`src/rtl/serializer_if.sv`:
```
// rtl/serializer_if.sv - queue-side and bit-stream-side signals of the serializer
interface serializer_if #(
    parameter int WIDTH = 8,
    parameter int CNT_W = 16
);
    logic             enable_in;
    logic             queue_empty_in;
    logic [WIDTH-1:0] data_in;
    logic             dequeue_out;
    logic             ready_in;
    logic             data_out;
    logic             write_out;
    logic             busy_out;
    logic             word_done_out;
    logic [CNT_W-1:0] words_sent_out;

    modport slave (
        input  enable_in, queue_empty_in, data_in, ready_in,
        output dequeue_out, data_out, write_out, busy_out, word_done_out, words_sent_out
    );

    modport master (
        output enable_in, queue_empty_in, data_in, ready_in,
        input  dequeue_out, data_out, write_out, busy_out, word_done_out, words_sent_out
    );
endinterface

```
`src/rtl/serializer.sv`:
```
// rtl/serializer.sv - pops words from a queue and shifts them out one bit per ready cycle
module serializer #(
    parameter int WIDTH     = 8,
    parameter bit MSB_FIRST = 1'b1,
    parameter int CNT_W     = 16
) (
    input  logic        clock1M,
    input  logic        reset,
    serializer_if.slave bus
);
    localparam int BIT_W = (WIDTH > 2) ? $clog2(WIDTH) : 1;
    localparam logic [BIT_W-1:0] LAST_BIT = BIT_W'(WIDTH - 1);

    typedef enum logic [1:0] {IDLE, REQ, LOAD, SHIFT} state_t;

    state_t           state_q, state_d;
    logic [WIDTH-1:0] sreg_q, sreg_d;
    logic [BIT_W-1:0] bit_cnt_q, bit_cnt_d;
    logic             dequeue_q, dequeue_d;
    logic             data_q, data_d;
    logic             write_q, write_d;
    logic             busy_q, busy_d;
    logic             done_q, done_d;
    logic [CNT_W-1:0] sent_q, sent_d;
    logic             next_bit;

    assign next_bit = MSB_FIRST ? sreg_q[WIDTH-1] : sreg_q[0];

    always_ff @(posedge clock1M) begin
        if (reset) begin
            state_q   <= IDLE;
            sreg_q    <= '0;
            bit_cnt_q <= '0;
            dequeue_q <= 1'b0;
            data_q    <= 1'b0;
            write_q   <= 1'b0;
            busy_q    <= 1'b0;
            done_q    <= 1'b0;
            sent_q    <= '0;
        end else begin
            state_q   <= state_d;
            sreg_q    <= sreg_d;
            bit_cnt_q <= bit_cnt_d;
            dequeue_q <= dequeue_d;
            data_q    <= data_d;
            write_q   <= write_d;
            busy_q    <= busy_d;
            done_q    <= done_d;
            sent_q    <= sent_d;
        end
    end

    always_comb begin
        state_d   = state_q;
        sreg_d    = sreg_q;
        bit_cnt_d = bit_cnt_q;
        dequeue_d = 1'b0;
        data_d    = 1'b0;
        write_d   = 1'b0;
        done_d    = 1'b0;
        sent_d    = sent_q;
        case (state_q)
            IDLE: begin
                if (bus.enable_in && !bus.queue_empty_in) begin
                    state_d   = REQ;
                    dequeue_d = 1'b1;
                end
            end
            REQ: state_d = LOAD;
            LOAD: begin
                // data_in is valid now: the queue answers the cycle after the pop
                sreg_d    = bus.data_in;
                bit_cnt_d = '0;
                state_d   = SHIFT;
            end
            SHIFT: begin
                data_d = data_q;
                if (bus.ready_in) begin
                    data_d    = next_bit;
                    write_d   = 1'b1;
                    sreg_d    = MSB_FIRST ? (sreg_q << 1) : (sreg_q >> 1);
                    bit_cnt_d = bit_cnt_q + BIT_W'(1);
                    if (bit_cnt_q == LAST_BIT) begin
                        done_d  = 1'b1;
                        sent_d  = sent_q + CNT_W'(1);
                        state_d = IDLE;
                    end
                end
            end
            default: state_d = IDLE;
        endcase
        busy_d = (state_d != IDLE);
    end

    assign bus.dequeue_out    = dequeue_q;
    assign bus.data_out       = data_q;
    assign bus.write_out      = write_q;
    assign bus.busy_out       = busy_q;
    assign bus.word_done_out  = done_q;
    assign bus.words_sent_out = sent_q;
endmodule

```
`src/flat_wrapper.sv`:
```
// flat-port wrapper written by rule: the top's interface ports become plain ports
module serializer_flat 
#(
    parameter int WIDTH     = 8,
    parameter bit MSB_FIRST = 1'b1,
    parameter int CNT_W     = 16
)
  (clock1M, reset, bus_enable_in, bus_queue_empty_in, bus_data_in, bus_ready_in, bus_dequeue_out, bus_data_out, bus_write_out, bus_busy_out, bus_word_done_out, bus_words_sent_out);
  serializer_if #(.WIDTH(WIDTH), .CNT_W(CNT_W)) bus_i ();
  input  logic clock1M;
  input  logic reset;
  input wire logic [$bits(bus_i.enable_in)-1:0] bus_enable_in;
  input wire logic [$bits(bus_i.queue_empty_in)-1:0] bus_queue_empty_in;
  input wire logic [$bits(bus_i.data_in)-1:0] bus_data_in;
  input wire logic [$bits(bus_i.ready_in)-1:0] bus_ready_in;
  output wire logic [$bits(bus_i.dequeue_out)-1:0] bus_dequeue_out;
  output wire logic [$bits(bus_i.data_out)-1:0] bus_data_out;
  output wire logic [$bits(bus_i.write_out)-1:0] bus_write_out;
  output wire logic [$bits(bus_i.busy_out)-1:0] bus_busy_out;
  output wire logic [$bits(bus_i.word_done_out)-1:0] bus_word_done_out;
  output wire logic [$bits(bus_i.words_sent_out)-1:0] bus_words_sent_out;
  assign bus_i.enable_in = bus_enable_in;
  assign bus_i.queue_empty_in = bus_queue_empty_in;
  assign bus_i.data_in = bus_data_in;
  assign bus_i.ready_in = bus_ready_in;
  assign bus_dequeue_out = bus_i.dequeue_out;
  assign bus_data_out = bus_i.data_out;
  assign bus_write_out = bus_i.write_out;
  assign bus_busy_out = bus_i.busy_out;
  assign bus_word_done_out = bus_i.word_done_out;
  assign bus_words_sent_out = bus_i.words_sent_out;
  serializer #(.WIDTH(WIDTH), .MSB_FIRST(MSB_FIRST), .CNT_W(CNT_W)) u_core (.clock1M(clock1M), .reset(reset), .bus(bus_i));
endmodule
```
`config.mk`:
```
export PLATFORM = sky130hd
export DESIGN_NAME = serializer_flat
export DESIGN_NICKNAME = d
export VERILOG_FILES = /design/src/rtl/serializer_if.sv /design/src/rtl/serializer.sv /design/src/flat_wrapper.sv
export SDC_FILE = /design/constraint.sdc
export NUM_CORES = 1
export LEC_CHECK = 0
export BUFFER_PORTS_ARGS = -buffer_cell sky130_fd_sc_hd__buf_4
export CAP_MARGIN = 5
export CORE_MARGIN = 8
export CORE_UTILIZATION = 47
export CTS_CLUSTER_SIZE = 25
export DETAILED_ROUTE_END_ITERATION = 8
export GPL_ROUTABILITY_DRIVEN = 0
export GPL_TIMING_DRIVEN = 0
export PLACE_DENSITY = 0.7
export SLEW_MARGIN = 5
export SYNTH_ARGS = -nofsm -noshare
export SYNTH_HDL_FRONTEND = slang
export SYNTH_SLANG_ARGS = --single-unit
```
`constraint.sdc`:
```
create_clock -name clock1M -period 1.8 [get_ports clock1M]
set_clock_uncertainty 0.05 [all_clocks]
set_input_delay 0.09 -clock clock1M [delete_from_list [all_inputs] [get_ports clock1M]]
set_output_delay 0.09 -clock clock1M [all_outputs]
set_load 0.01 [all_outputs]
```
==> out/results.md, run 1 <==
| Parameter | Reported |
| --- | --- |
| Min cycle time layout | 1.73 ns |
| Detailed placer's ending HPWL | 2.68 mm |
| Cell chain of the critical path | ha_1, ha_2, and4_4, nand2_1, or3_1, a21oi_1 |
| Clock latency of the later-clocked register in the worst-skew pair | 0.33 ns |
| Netlist area before placement | 0.00147 mm2 |
| Chip height | 71.9 um |
| Buffers added on ports | 32 |
| Highest-count cells in the layout ignoring fill and taps | 35 x buf_4, 33 x dfxtp_1, 22 x nor2_1 |
| Sink count of the clock tree | 34 |
| Number of instances in the synthesized netlist | 169 |
| Post-synthesis sequential area ratio | 46.3% |
| Final critical-path share of the clock period | 96.2% |
| Total congestion overflow | 0 |
| Count of different cell masters after synthesis | 35 |
| Deepest level of the CTS H-tree | 2 |
| Number of antenna violations at the first check in global routing | 0 |
| CTS tree | yes |
| Cell depth of the worst min-delay path | 4 |
| Peak per-stage delay on the critical path | 0.37 ns |
| Library cell contributing the largest single delay on the critical path | dfxtp_1 |
| Lkg Pwr | 0.799 nW |
| Fin cells | 247 |
| Num CTS Buffers | 5 |
| Overall Global Routing Usage | 14.8% |
| Final-layout fill cell count | 271 |
| Total power consumption of the routed design | 0.00131 W |
| Met2 layer wire length in the routed design | 1.85 mm |
| Via count of the routed design | 1400 |
| Post-layout worst setup margin | 0.0684 ns |
| Initial Util | 49.0% |
| R2r worst-path depth | 6 |
| IO Count | 34 |
| Endpoint type of the worst setup path | flip-flop |
| Met3 layer wire length in the routed design | 271 um |
| Worst Path Buf+Inv | 0 |
| Final routed wirelength across all metal layers | 3.77 mm |
| Crit Path Category | flip-flop to flip-flop |
| Clock input transition at the sequential cells of the worst setup and hold paths | 0.10 ns |
| Final slew viol count | 0 |
| Maximum number of pins on one net before global-route repair | 11 |
| Max Buffers Root-to-Sink | 2 |
| Share of layout cells above drive strength 1 | 25.7% |
| Number of design rule violations left after detail routing | 0 |
| Metal-1 WL | 1.55 mm |
| Worst Setup Start Kind | flip-flop |
| Number of global-route vias before repair | 1385 |
| Highest clock rate | 577 MHz |
| Maximum net fanout on the critical path | 4 |
| Number of design-rule violations left by the first detailed-router iteration | 91 |
| Area added between synthesis and finish | 29.4% |
| Highest metal layer used by the detailed router | met4 |
| Worst hold-check path type | input pin to flip-flop |
| Synth Net Count | 185 |
| Residual antenna-violating net count after detailed routing | 0 |
| Antenna cells | 0 |
| Count of standard-cell rows | 20 |
| Total die area | 0.00517 mm2 |
| Wire length of the first global-routing pass | 6.09 mm |
| Avg Vias per Cell | 5.67 |
| Cell Pwr Density | 691 mW/mm2 |
| Run status | completed |
| Count of final setup violators | 0 |
| Worst slew margin relative to its limit | 67.4% |
| Total area of multi-input combinational cells | 754 um2 |
| Path length in cells of the critical path | 6 |
| Largest cells by area after synthesis | dfxtp_1 46%, nor2_1 5.9%, nand3_1 4.8%, xnor2_1 4.8%, a221oi_1 4.2% |
| Most common cell after layout, fill and taps aside | buf_4 |
| Number of warnings printed during yosys synthesis | 0 |
| Std-Cell Core Area | 0.00300 mm2 |
| Max-capacitance violation count | 0 |
| Count of nets after finishing | 230 |
| Worst slew pin tran | 0.489 ns |
| Worst endpoint data arrival time | 1.96 ns |
| Required arrival time at the worst endpoint | 2.02 ns |
| TNS Setup | 0 ns |
| Critical path's top delay family | simple AND/OR/NAND/NOR gates |
| Flops & latches, synth | 34 |
| Placed Cells | 234 |
| Worst hold slack across all endpoints | 0.0256 ns |
| Top-area cell type share of the netlist area | 46.3% |
| Die X | 71.9 um |
| Detailed-route wire length per cell | 15.3 um |
| Library cell used as clock root buffer | clkbuf_4 |
| Avg Cell Area, Syn | 8.70 um2 |
| Drt first pass iters | 4 |
| FF/Latch Area | 682 um2 |
| Worst VDD drop | 0.000495 V |
| Final Hold Viols | 0 |
| DP Worst Slack | -0.223 ns |
| Largest area contributor in the synthesized netlist | dfxtp_1 |
[path summary, 6_finish.rpt]
kind | start | slack [ns] | to
worst max-delay path | u_core.bit_cnt_q[0]$_SDFFE_PP0P_ | 0.07 | u_core.bus.words_sent_out[14]$_SDFFE_PP0P_
worst min-delay path | bus_queue_empty_in | 0.03 | u_core.bus.dequeue_out$_SDFF_PP0_
worst max register to register | u_core.bit_cnt_q[0]$_SDFFE_PP0P_ | 0.07 | u_core.bus.words_sent_out[14]$_SDFFE_PP0P_
worst min register to register | u_core.sreg_q[5]$_SDFFE_PP0P_ | 0.43 | u_core.sreg_q[5]$_SDFFE_PP0P_
[Yosys cell counts]
master / instances
a32oi_1: 1
and3_1: 2
clkbuf_1: 8
a311oi_1: 1
a21oi_1: 4
nand4_2: 1
nand4_1: 2
a221oi_1: 7
nor4_2: 2
a41o_1: 1
nor2b_1: 1
xnor2_1: 8
mux2_2: 1
a22oi_1: 2
or2_2: 1
nor4_1: 2
a31o_1: 1
and2_1: 1
buf_2: 1
nand3_1: 14
and4_1: 1
dfxtp_1: 34
nand3b_1: 2
inv_1: 12
mux2i_1: 1
nand2_1: 9
or3_1: 2
buf_1: 2
nor2_1: 23
a31oi_1: 1
nand4_4: 1
xor2_1: 2
o21ai_0: 9
nor3_1: 6
ha_1: 3
[what timing repair did]
action                                 in CTS  in global routing
pin swaps                                   2                  2
hold buffers                                3                  0
setup buffers                               0                  3
cloned                                      0                  1
setup endpoints to repair                   9                 15
gates resized for setup                     6                  7
endpoints found under the hold margin       3                  0
[cells by family after synthesis]
kind of cell | after synthesis | synth area share, %
AOI/OAI and AO/OA | 27 | 12.5
xor gates and xnor gates | 10 | 5.96
adders and majority gates | 3 | 2.55
buffers and inverters | 23 | 5.96
DFF | 34 | 46.3
muxes | 2 | 1.45
and+or+nand+nor | 70 | 25.3
[stage by stage]
stage / utilization (%) / instance area, um2
finish: 63.3 / 1900
global route: 63.3 / 1900
CTS: 61.9 / 1860
detailed placement: 58.3 / 1750
global placement: 58.3 / 1750
floorplan: - / 1470
[area by class of cell]
| type | instances | share of cell area (%) |
|---|---|---|
| multi-input combinational | 113 | 39.7 |
| buffer | 10 | 2.17 |
| tap | 33 | 2.17 |
| clock buffer | 7 | 2.37 |
| sequential | 34 | 35.9 |
| inverter | 12 | 2.37 |
| timing repair buffer | 38 | 15.4 |
[tightest hold or removal path: cells and delay by family]
kind,cells,cell delay [ns]
buffers and inverters,2,0.14
and+or+nand+nor,2,0.14
[registers in the layout (all words and copies together) (netlist names)]
signal,count
u_core.bus.dequeue_out,1
u_core.bus.word_done_out,1
u_core.sreg_q,8
u_core.bus.busy_out,1
u_core.bus.data_out,1
u_core.state_q,2
u_core.bit_cnt_q,3
u_core.bus.words_sent_out,16
u_core.bus.write_out,1
[metal layers]
metal / track usage, % / vias up
met5: 0 / -
met4: 7.48 / 0
met3: 5.10 / 12
met2: 24.9 / 50
met1: 16.0 / 653
li1: - / 685
[power by group]
| part | switching (W) | internal (W) |
|---|---|---|
| registers | 0.0000110 | 0.000777 |
| clock network | 0.000238 | 0.000147 |
| logic | 0.0000821 | 0.0000588 |
| total | 0.000331 | 0.000983 |
Power figures use the tool's default switching activity.
==> inputs of run 2 (changes only) <==
--- a/config.mk
+++ b/config.mk
@@ -8,12 +8,12 @@
 export BUFFER_PORTS_ARGS = -buffer_cell sky130_fd_sc_hd__buf_4
 export CAP_MARGIN = 5
 export CORE_MARGIN = 8
-export CORE_UTILIZATION = 47
+export CORE_UTILIZATION = 44
 export CTS_CLUSTER_SIZE = 25
 export DETAILED_ROUTE_END_ITERATION = 8
 export GPL_ROUTABILITY_DRIVEN = 0
 export GPL_TIMING_DRIVEN = 0
-export PLACE_DENSITY = 0.7
+export PLACE_DENSITY = 0.66
 export SLEW_MARGIN = 5
 export SYNTH_ARGS = -nofsm -noshare
 export SYNTH_HDL_FRONTEND = slang
==> run 2 against run 1 <==
  * Design area increased by 2.0%
  * Die area increased by 5.3%
  * Routed wire length decreased by 6.1%
  * Cell count increased by 6.1%
  * Worst hold slack improved by 0.036 ns
  * Critical path depth increased by 1
  * Sequential power about the same
  * Clock-buffer cell count decreased by 2
  * Fmax increased by 1.1%
  * Largest cell class unchanged
  * Largest power group unchanged
==> out/results.md, run 2 (same netlist as run 1, synthesis figures left out) <==
| Parameter | Reported | Delta |
| --- | --- | --- |
| Run status | completed |  |
| Drt first pass iters | 5 | +1 |
| Worst R2R Setup Slack | 0.09 ns | +0.02 ns |
| Clock input transition at the sequential cells of the worst setup and hold paths | 0.10 ns | about the same |
| Number of design-rule violations left by the first detailed-router iteration | 84 | -7.7% |
| R2r worst-path depth | 7 | +1 |
| Chip height | 73.8 um | +2.6% |
| Worst slew margin relative to its limit | 67.2% | -0.14 points |
| Detailed placer's ending HPWL | 2.50 mm | -6.9% |
| Num CTS Buffers | 5 | unchanged |
| Maximum net fanout on the critical path | 4 | unchanged |
| Summed area of non-filler cells in the final layout | 0.00194 mm2 | +2.0% |
| Cell Pwr Density | 681 mW/mm2 | -1.4% |
| Antenna cells | 0 | unchanged |
| Cell depth of the worst min-delay path | 3 | -1 |
| Placed Cells | 247 | +5.6% |
| Max-capacitance violation count | 0 | unchanged |
| Required arrival time at the worst endpoint | 1.97 ns | -0.05 ns |
| TNS Setup | 0 ns | unchanged |
| Area added between synthesis and finish | 32.0% |  |
| Crit Path Category | flip-flop to flip-flop |  |
| Hold path start | bus_data_in[2] |  |
| Endpoint type of the worst setup path | flip-flop |  |
| Number of flip-flops under the largest register name | 16 | unchanged |
| Count of final setup violators | 0 | unchanged |
| Worst Setup Start Kind | flip-flop |  |
| Highest-count cells in the layout ignoring fill and taps | 38 x buf_4, 32 x dfxtp_1, 23 x nor2_1 |  |
| Number of antenna violations at the first check in global routing | 0 | unchanged |
| Post-layout worst setup margin | 0.0878 ns | +0.0195 ns |
| Total congestion overflow | 0 | unchanged |
| Worst VDD drop | 0.000383 V | -23% |
| Worst endpoint data arrival time | 1.89 ns | -0.07 ns |
| Worst hold-check path type | input pin to flip-flop |  |
| Fin cells | 262 | +6.1% |
| Max Buffers Root-to-Sink | 2 | unchanged |
| Worst reg2reg path startpoint | u_core.bit_cnt_q[1]$_SDFFE_PP0P_ |  |
| Capture instance of the worst register-to-register path | u_core.bus.words_sent_out[9]$_SDFFE_PP0P_ |  |
| Worst slew pin tran | 0.491 ns | +0.00203 ns |
| Highest clock rate | 584 MHz | +1.1% |
| DP Worst Slack | -0.213 ns | +0.0103 ns |
| Total die area | 0.00545 mm2 | +5.3% |
| Deepest level of the CTS H-tree | 2 | unchanged |
| Share of layout cells above drive strength 1 | 27.3% | +1.6 points |
| Final slew viol count | 0 | unchanged |
| Initial Util | 44.8% | -4.2 points |
| Number of global-route vias before repair | 1312 | -5.3% |
| Buffers added on ports | 32 | unchanged |
| Instance area at placement | 0.00177 mm2 | +0.93% |
| Worst hold slack across all endpoints | 0.0620 ns | +0.0363 ns |
| Maximum number of pins on one net before global-route repair | 11 | unchanged |
| Avg Vias per Cell | 5.23 | -7.7% |
| Count of nets after finishing | 232 | +0.87% |
| Count of standard-cell rows | 21 | +5.0% |
| Min cycle time layout | 1.71 ns | -0.0195 ns |
| Final critical-path share of the clock period | 95.1% | -1.1 points |
| Die X | 73.8 um | +2.6% |
| Sink count of the clock tree | 34 | unchanged |
| Most common cell after layout, fill and taps aside | buf_4 |  |
| Detailed-route wire length per cell | 13.5 um | -11% |
| Number of design rule violations left after detail routing | 0 | unchanged |
| IO Count | 34 | unchanged |
| Final Hold Viols | 0 | unchanged |
| Std-Cell Core Area | 0.00328 mm2 | +9.4% |
| CTS tree | yes |  |
| Endpoint with the worst hold slack | u_core.sreg_q[2]$_SDFFE_PP0P_ |  |
| Clock latency of the later-clocked register in the worst-skew pair | 0.34 ns | about the same |
| Via count of the routed design | 1371 | -2.1% |
| Library cell used as clock root buffer | clkbuf_4 |  |
| Overall Global Routing Usage | 13.5% | -1.3 points |
| Lkg Pwr | 0.809 nW | +1.3% |
| Final routed wirelength across all metal layers | 3.54 mm | -6.1% |
| Residual antenna-violating net count after detailed routing | 0 | unchanged |
| Wire length of the first global-routing pass | 5.64 mm | -7.2% |
==> run 2: power breakdown <==
part	switching [W]	internal, W	leakage [nW]
Combinational	0.0000791	0.0000588	0.501
Clock	0.000257	0.000140	0.0308
Sequential	0.0000100	0.000777	0.277
==> run 2: layout make-up <==
| class | instances | area (um2) |
|---|---|---|
| Tap cell | 46 | 57.6 |
| Fill cell | 307 | 1340 |
| Sequential cell | 34 | 683 |
| Timing Repair Buffer | 41 | 315 |
| Multi-Input combinational cell | 112 | 752 |
| Buffer | 10 | 40.0 |
| Inverter | 12 | 45.0 |
| Clock buffer | 5 | 37.5 |
| Clock inverter | 2 | 10.0 |
==> run 2: what timing repair did <==
action                                 in CTS  in global routing
setup endpoints to repair                   8                 12
pin swaps                                   2                  4
endpoints found under the hold margin       3                  0
buffers inserted                            0                  6
hold buffers                                3                  0
gates resized for setup                     5                  8
==> run 2: metrics by stage <==
step / power [W] / utilization [%]
3_3_place_gp: 0.000929 / 53.8
5_1_grt: 0.00138 / 59.1
3_5_place_dp: 0.000934 / 53.8
4_1_cts: 0.00134 / 57.0
2_1_floorplan: 0.000883 / -
6_report: 0.00132 / 59.1
==> run 2: worst max-delay path, stage by stage, from the launching register on <==
cell     delay [ns]
dfxtp_1        0.35
ha_2           0.20
ha_4           0.15
nand4_4        0.11
buf_4          0.18
nor4_1         0.33
xnor2_1        0.17
nor2_1         0.06
==> run 2: worst max-delay path by stage <==
stage,start,to,cells past startpoint
finish,u_core.bit_cnt_q[1]$_SDFFE_PP0P_,u_core.bus.words_sent_out[9]$_SDFFE_PP0P_,7
global route,u_core.bit_cnt_q[1]$_SDFFE_PP0P_,u_core.bus.words_sent_out[12]$_SDFFE_PP0P_,6
CTS,u_core.bit_cnt_q[0]$_SDFFE_PP0P_,u_core.bus.words_sent_out[9]$_SDFFE_PP0P_,6
detailed placement,u_core.bit_cnt_q[0]$_SDFFE_PP0P_,u_core.bus.words_sent_out[12]$_SDFFE_PP0P_,6
global placement,u_core.bit_cnt_q[0]$_SDFFE_PP0P_,u_core.bus.words_sent_out[12]$_SDFFE_PP0P_,6
floorplan,u_core.bit_cnt_q[0]$_SDFFE_PP0P_,u_core.bus.words_sent_out[12]$_SDFFE_PP0P_,6
==> run 2: routing by layer <==
metal	vias up	GRT usage (%)	share of wire, %
met4	0	6.87	2.5
met2	40	21.6	47
met5	-	0	0
li1	683	-	-
met3	8	5.59	6.7
met1	640	14.9	44
==> inputs of run 3 (changes only) <==
--- a/config.mk
+++ b/config.mk
@@ -13,7 +13,7 @@
 export DETAILED_ROUTE_END_ITERATION = 8
 export GPL_ROUTABILITY_DRIVEN = 0
 export GPL_TIMING_DRIVEN = 0
-export PLACE_DENSITY = 0.66
+export PLACE_DENSITY = 0.73
 export SLEW_MARGIN = 5
 export SYNTH_ARGS = -nofsm -noshare
 export SYNTH_HDL_FRONTEND = slang
==> run 3 against run 2 <==
  * Global-route usage hardly changed
  * Worst setup slack worse by 0.032 ns
  * Die area stayed put
  * Largest cell class unchanged
  * Highest routed layer unchanged
==> out/results.md, run 3 (same netlist as run 1, synthesis figures left out) <==
| Parameter | Reported | Delta |
| --- | --- | --- |
| Fin cells | 261 | -0.38% |
| Count of nets after finishing | 230 | -0.86% |
| Number of flip-flops under the largest register name | 16 | unchanged |
| Maximum number of pins on one net before global-route repair | 12 | +1 |
| Buffers added on ports | 32 | unchanged |
| Number of antenna violations at the first check in global routing | 0 | unchanged |
| CTS tree | yes |  |
| Worst endpoint data arrival time | 1.91 ns | +0.02 ns |
| Final-layout fill cell count | 298 | -2.9% |
| Detailed-route wire length per cell | 13.5 um | -0.41% |
| Antenna cells | 0 | unchanged |
| Wire length of the first global-routing pass | 5.74 mm | +1.7% |
| Library cell contributing the largest single delay on the critical path | dfxtp_2 |  |
| Worst hold slack across all endpoints | 0.0505 ns | -0.0115 ns |
| Worst Path Buf+Inv | 1 | unchanged |
| Highest-count cells in the layout ignoring fill and taps | 35 x buf_4, 31 x dfxtp_1, 23 x nor2_1 |  |
| Worst slew pin tran | 0.477 ns | -0.0145 ns |
| Chip height | 73.8 um | unchanged |
| Number of global-route vias before repair | 1301 | -0.84% |
| Std-Cell Core Area | 0.00328 mm2 | unchanged |
| Cell Pwr Density | 709 mW/mm2 | +4.1% |
| Sink count of the clock tree | 34 | unchanged |
| Worst slew margin relative to its limit | 68.2% | +0.97 points |
| Avg Vias per Cell | 5.10 | -2.5% |
| Num CTS Buffers | 5 | unchanged |
| Required arrival time at the worst endpoint | 1.96 ns | about the same |
| Critical path's top delay family | simple AND/OR/NAND/NOR gates |  |
| Endpoint type of the worst setup path | flip-flop |  |
| Worst hold-check path type | input pin to flip-flop |  |
| Worst VDD drop | 0.000427 V | +11% |
| Max Buffers Root-to-Sink | 2 | unchanged |
| Cell depth of the worst min-delay path | 3 | unchanged |
| Worst Setup Start Kind | flip-flop |  |
| Library cell used as clock root buffer | clkbuf_4 |  |
| Via count of the routed design | 1332 | -2.8% |
| Final slew viol count | 0 | unchanged |
| Drt first pass iters | 4 | -1 |
| Most used cell, CP | ha_4 |  |
| Die X | 73.8 um | unchanged |
| Maximum net fanout on the critical path | 8 | +4 |
| Summed area of non-filler cells in the final layout | 0.00195 mm2 | +0.52% |
| Number of design-rule violations left by the first detailed-router iteration | 58 | -31% |
| R2r worst-path depth | 7 | unchanged |
| Lkg Pwr | 0.806 nW | -0.38% |
| Final routed wirelength across all metal layers | 3.51 mm | -0.79% |
| Final critical-path share of the clock period | 96.9% | +1.8 points |
| Clock input transition at the sequential cells of the worst setup and hold paths | 0.11 ns | about the same |
| Run status | completed |  |
| Detailed placer's ending HPWL | 2.36 mm | -5.6% |
| Clock latency of the later-clocked register in the worst-skew pair | 0.34 ns | about the same |
| Final Hold Viols | 0 | unchanged |
| Placed Cells | 247 | unchanged |
| Count of standard-cell rows | 21 | unchanged |
| Residual antenna-violating net count after detailed routing | 0 | unchanged |
| Cell chain of the critical path | ha_4, ha_4, nand4_4, buf_6, nor4_4, a31o_1, a21oi_1 |  |
| Instance area at placement | 0.00177 mm2 | unchanged |
| Min cycle time layout | 1.74 ns | +0.0320 ns |
| IO Count | 34 | unchanged |
| Total congestion overflow | 0 | unchanged |
| Max-capacitance violation count | 0 | unchanged |
| Crit Path Category | flip-flop to flip-flop |  |
| Area added between synthesis and finish | 32.7% |  |
| Total die area | 0.00545 mm2 | unchanged |
| Count of final setup violators | 0 | unchanged |
| Deepest level of the CTS H-tree | 2 | unchanged |
| TNS Setup | 0 ns | unchanged |
| Peak per-stage delay on the critical path | 0.38 ns | +0.03 ns |
| Initial Util | 44.8% | unchanged |
| Unrepaired setup endpoints after global routing | true |  |
| Overall Global Routing Usage | 13.5% | about the same |
| Highest clock rate | 573 MHz | -1.8% |
| Share of layout cells above drive strength 1 | 27.0% | -0.34 points |
| Path length in cells of the critical path | 7 | unchanged |
| Most common cell after layout, fill and taps aside | buf_4 |  |
| Number of design rule violations left after detail routing | 0 | unchanged |
[run 3: cell types whose count changed in the layout (fill, tap and decap cells not counted), sizes merged]
cell and delta:
buf -2, clkbuf +1, clkinvlp +1, clkinv -1
[run 3: final timing paths]
| check | startpoint | end | slack, ns |
|---|---|---|---|
| hold / removal | bus_data_in[1] | u_core.sreg_q[1]$_SDFFE_PP0P_ | 0.05 |
| hold reg to reg | u_core.sreg_q[7]$_SDFFE_PP0P_ | u_core.sreg_q[7]$_SDFFE_PP0P_ | 0.43 |
| setup reg to reg | u_core.bit_cnt_q[1]$_SDFFE_PP0P_ | u_core.bus.words_sent_out[13]$_SDFFE_PP0P_ | 0.06 |
| setup / recovery | u_core.bit_cnt_q[1]$_SDFFE_PP0P_ | u_core.bus.words_sent_out[13]$_SDFFE_PP0P_ | 0.06 |
[run 3: layout make-up]
| cell class | count | area [um2] | area share [%] |
|---|---|---|---|
| Clock inverter | 2 | 12.5 | 0.641 |
| Tap cell | 46 | 57.6 | 2.95 |
| Sequential cell | 34 | 684 | 35.1 |
| Inverter | 12 | 45.0 | 2.31 |
| Multi-Input combinational cell | 112 | 756 | 38.7 |
| Clock buffer | 6 | 51.3 | 2.63 |
| Buffer | 10 | 40.0 | 2.05 |
| Timing Repair Buffer | 39 | 304 | 15.6 |
[run 3: worst reg2reg max path, stage by stage, from the launching register on]
cell     delay [ns]
dfxtp_2        0.38
ha_4           0.16
ha_4           0.16
nand4_4        0.16
buf_6          0.18
nor4_4         0.27
a31o_1         0.19
a21oi_1        0.07
[run 3: timing repair]
item / 4_1_cts / 5_1_grt
hold endpoints to repair: 3 / 0
pin swaps: 2 / 6
buffers inserted: 0 / 4
endpoints found under the setup margin: 8 / 8
hold buffers: 3 / 0
gates resized for setup: 5 / 10
[run 3: through the flow]
stage                     total power (W)  util (%)  setup slack, ns
final                             0.00138      59.4           0.0559
after global routing              0.00144      59.4          -0.0294
after CTS                         0.00139      57.4          0.00924
after detailed placement         0.000932      53.8           -0.230
after global placement           0.000930      53.8           -0.195
after floorplan                  0.000883         -           0.0201
[run 3: per-layer routing]
metal	routed length, um	global-route usage [%]
met1	1590	14.9
met2	1650	22.8
met3	241	4.77
met4	34	5.32
met5	0	0
[run 3: power by group]
| group | total (W) | internal, W | switching, W |
|---|---|---|---|
| sequential | 0.000786 | 0.000777 | 0.00000935 |
| combinational | 0.000138 | 0.0000585 | 0.0000793 |
| clock | 0.000459 | 0.000188 | 0.000271 |
| total | 0.00138 | 0.00102 | 0.000360 |
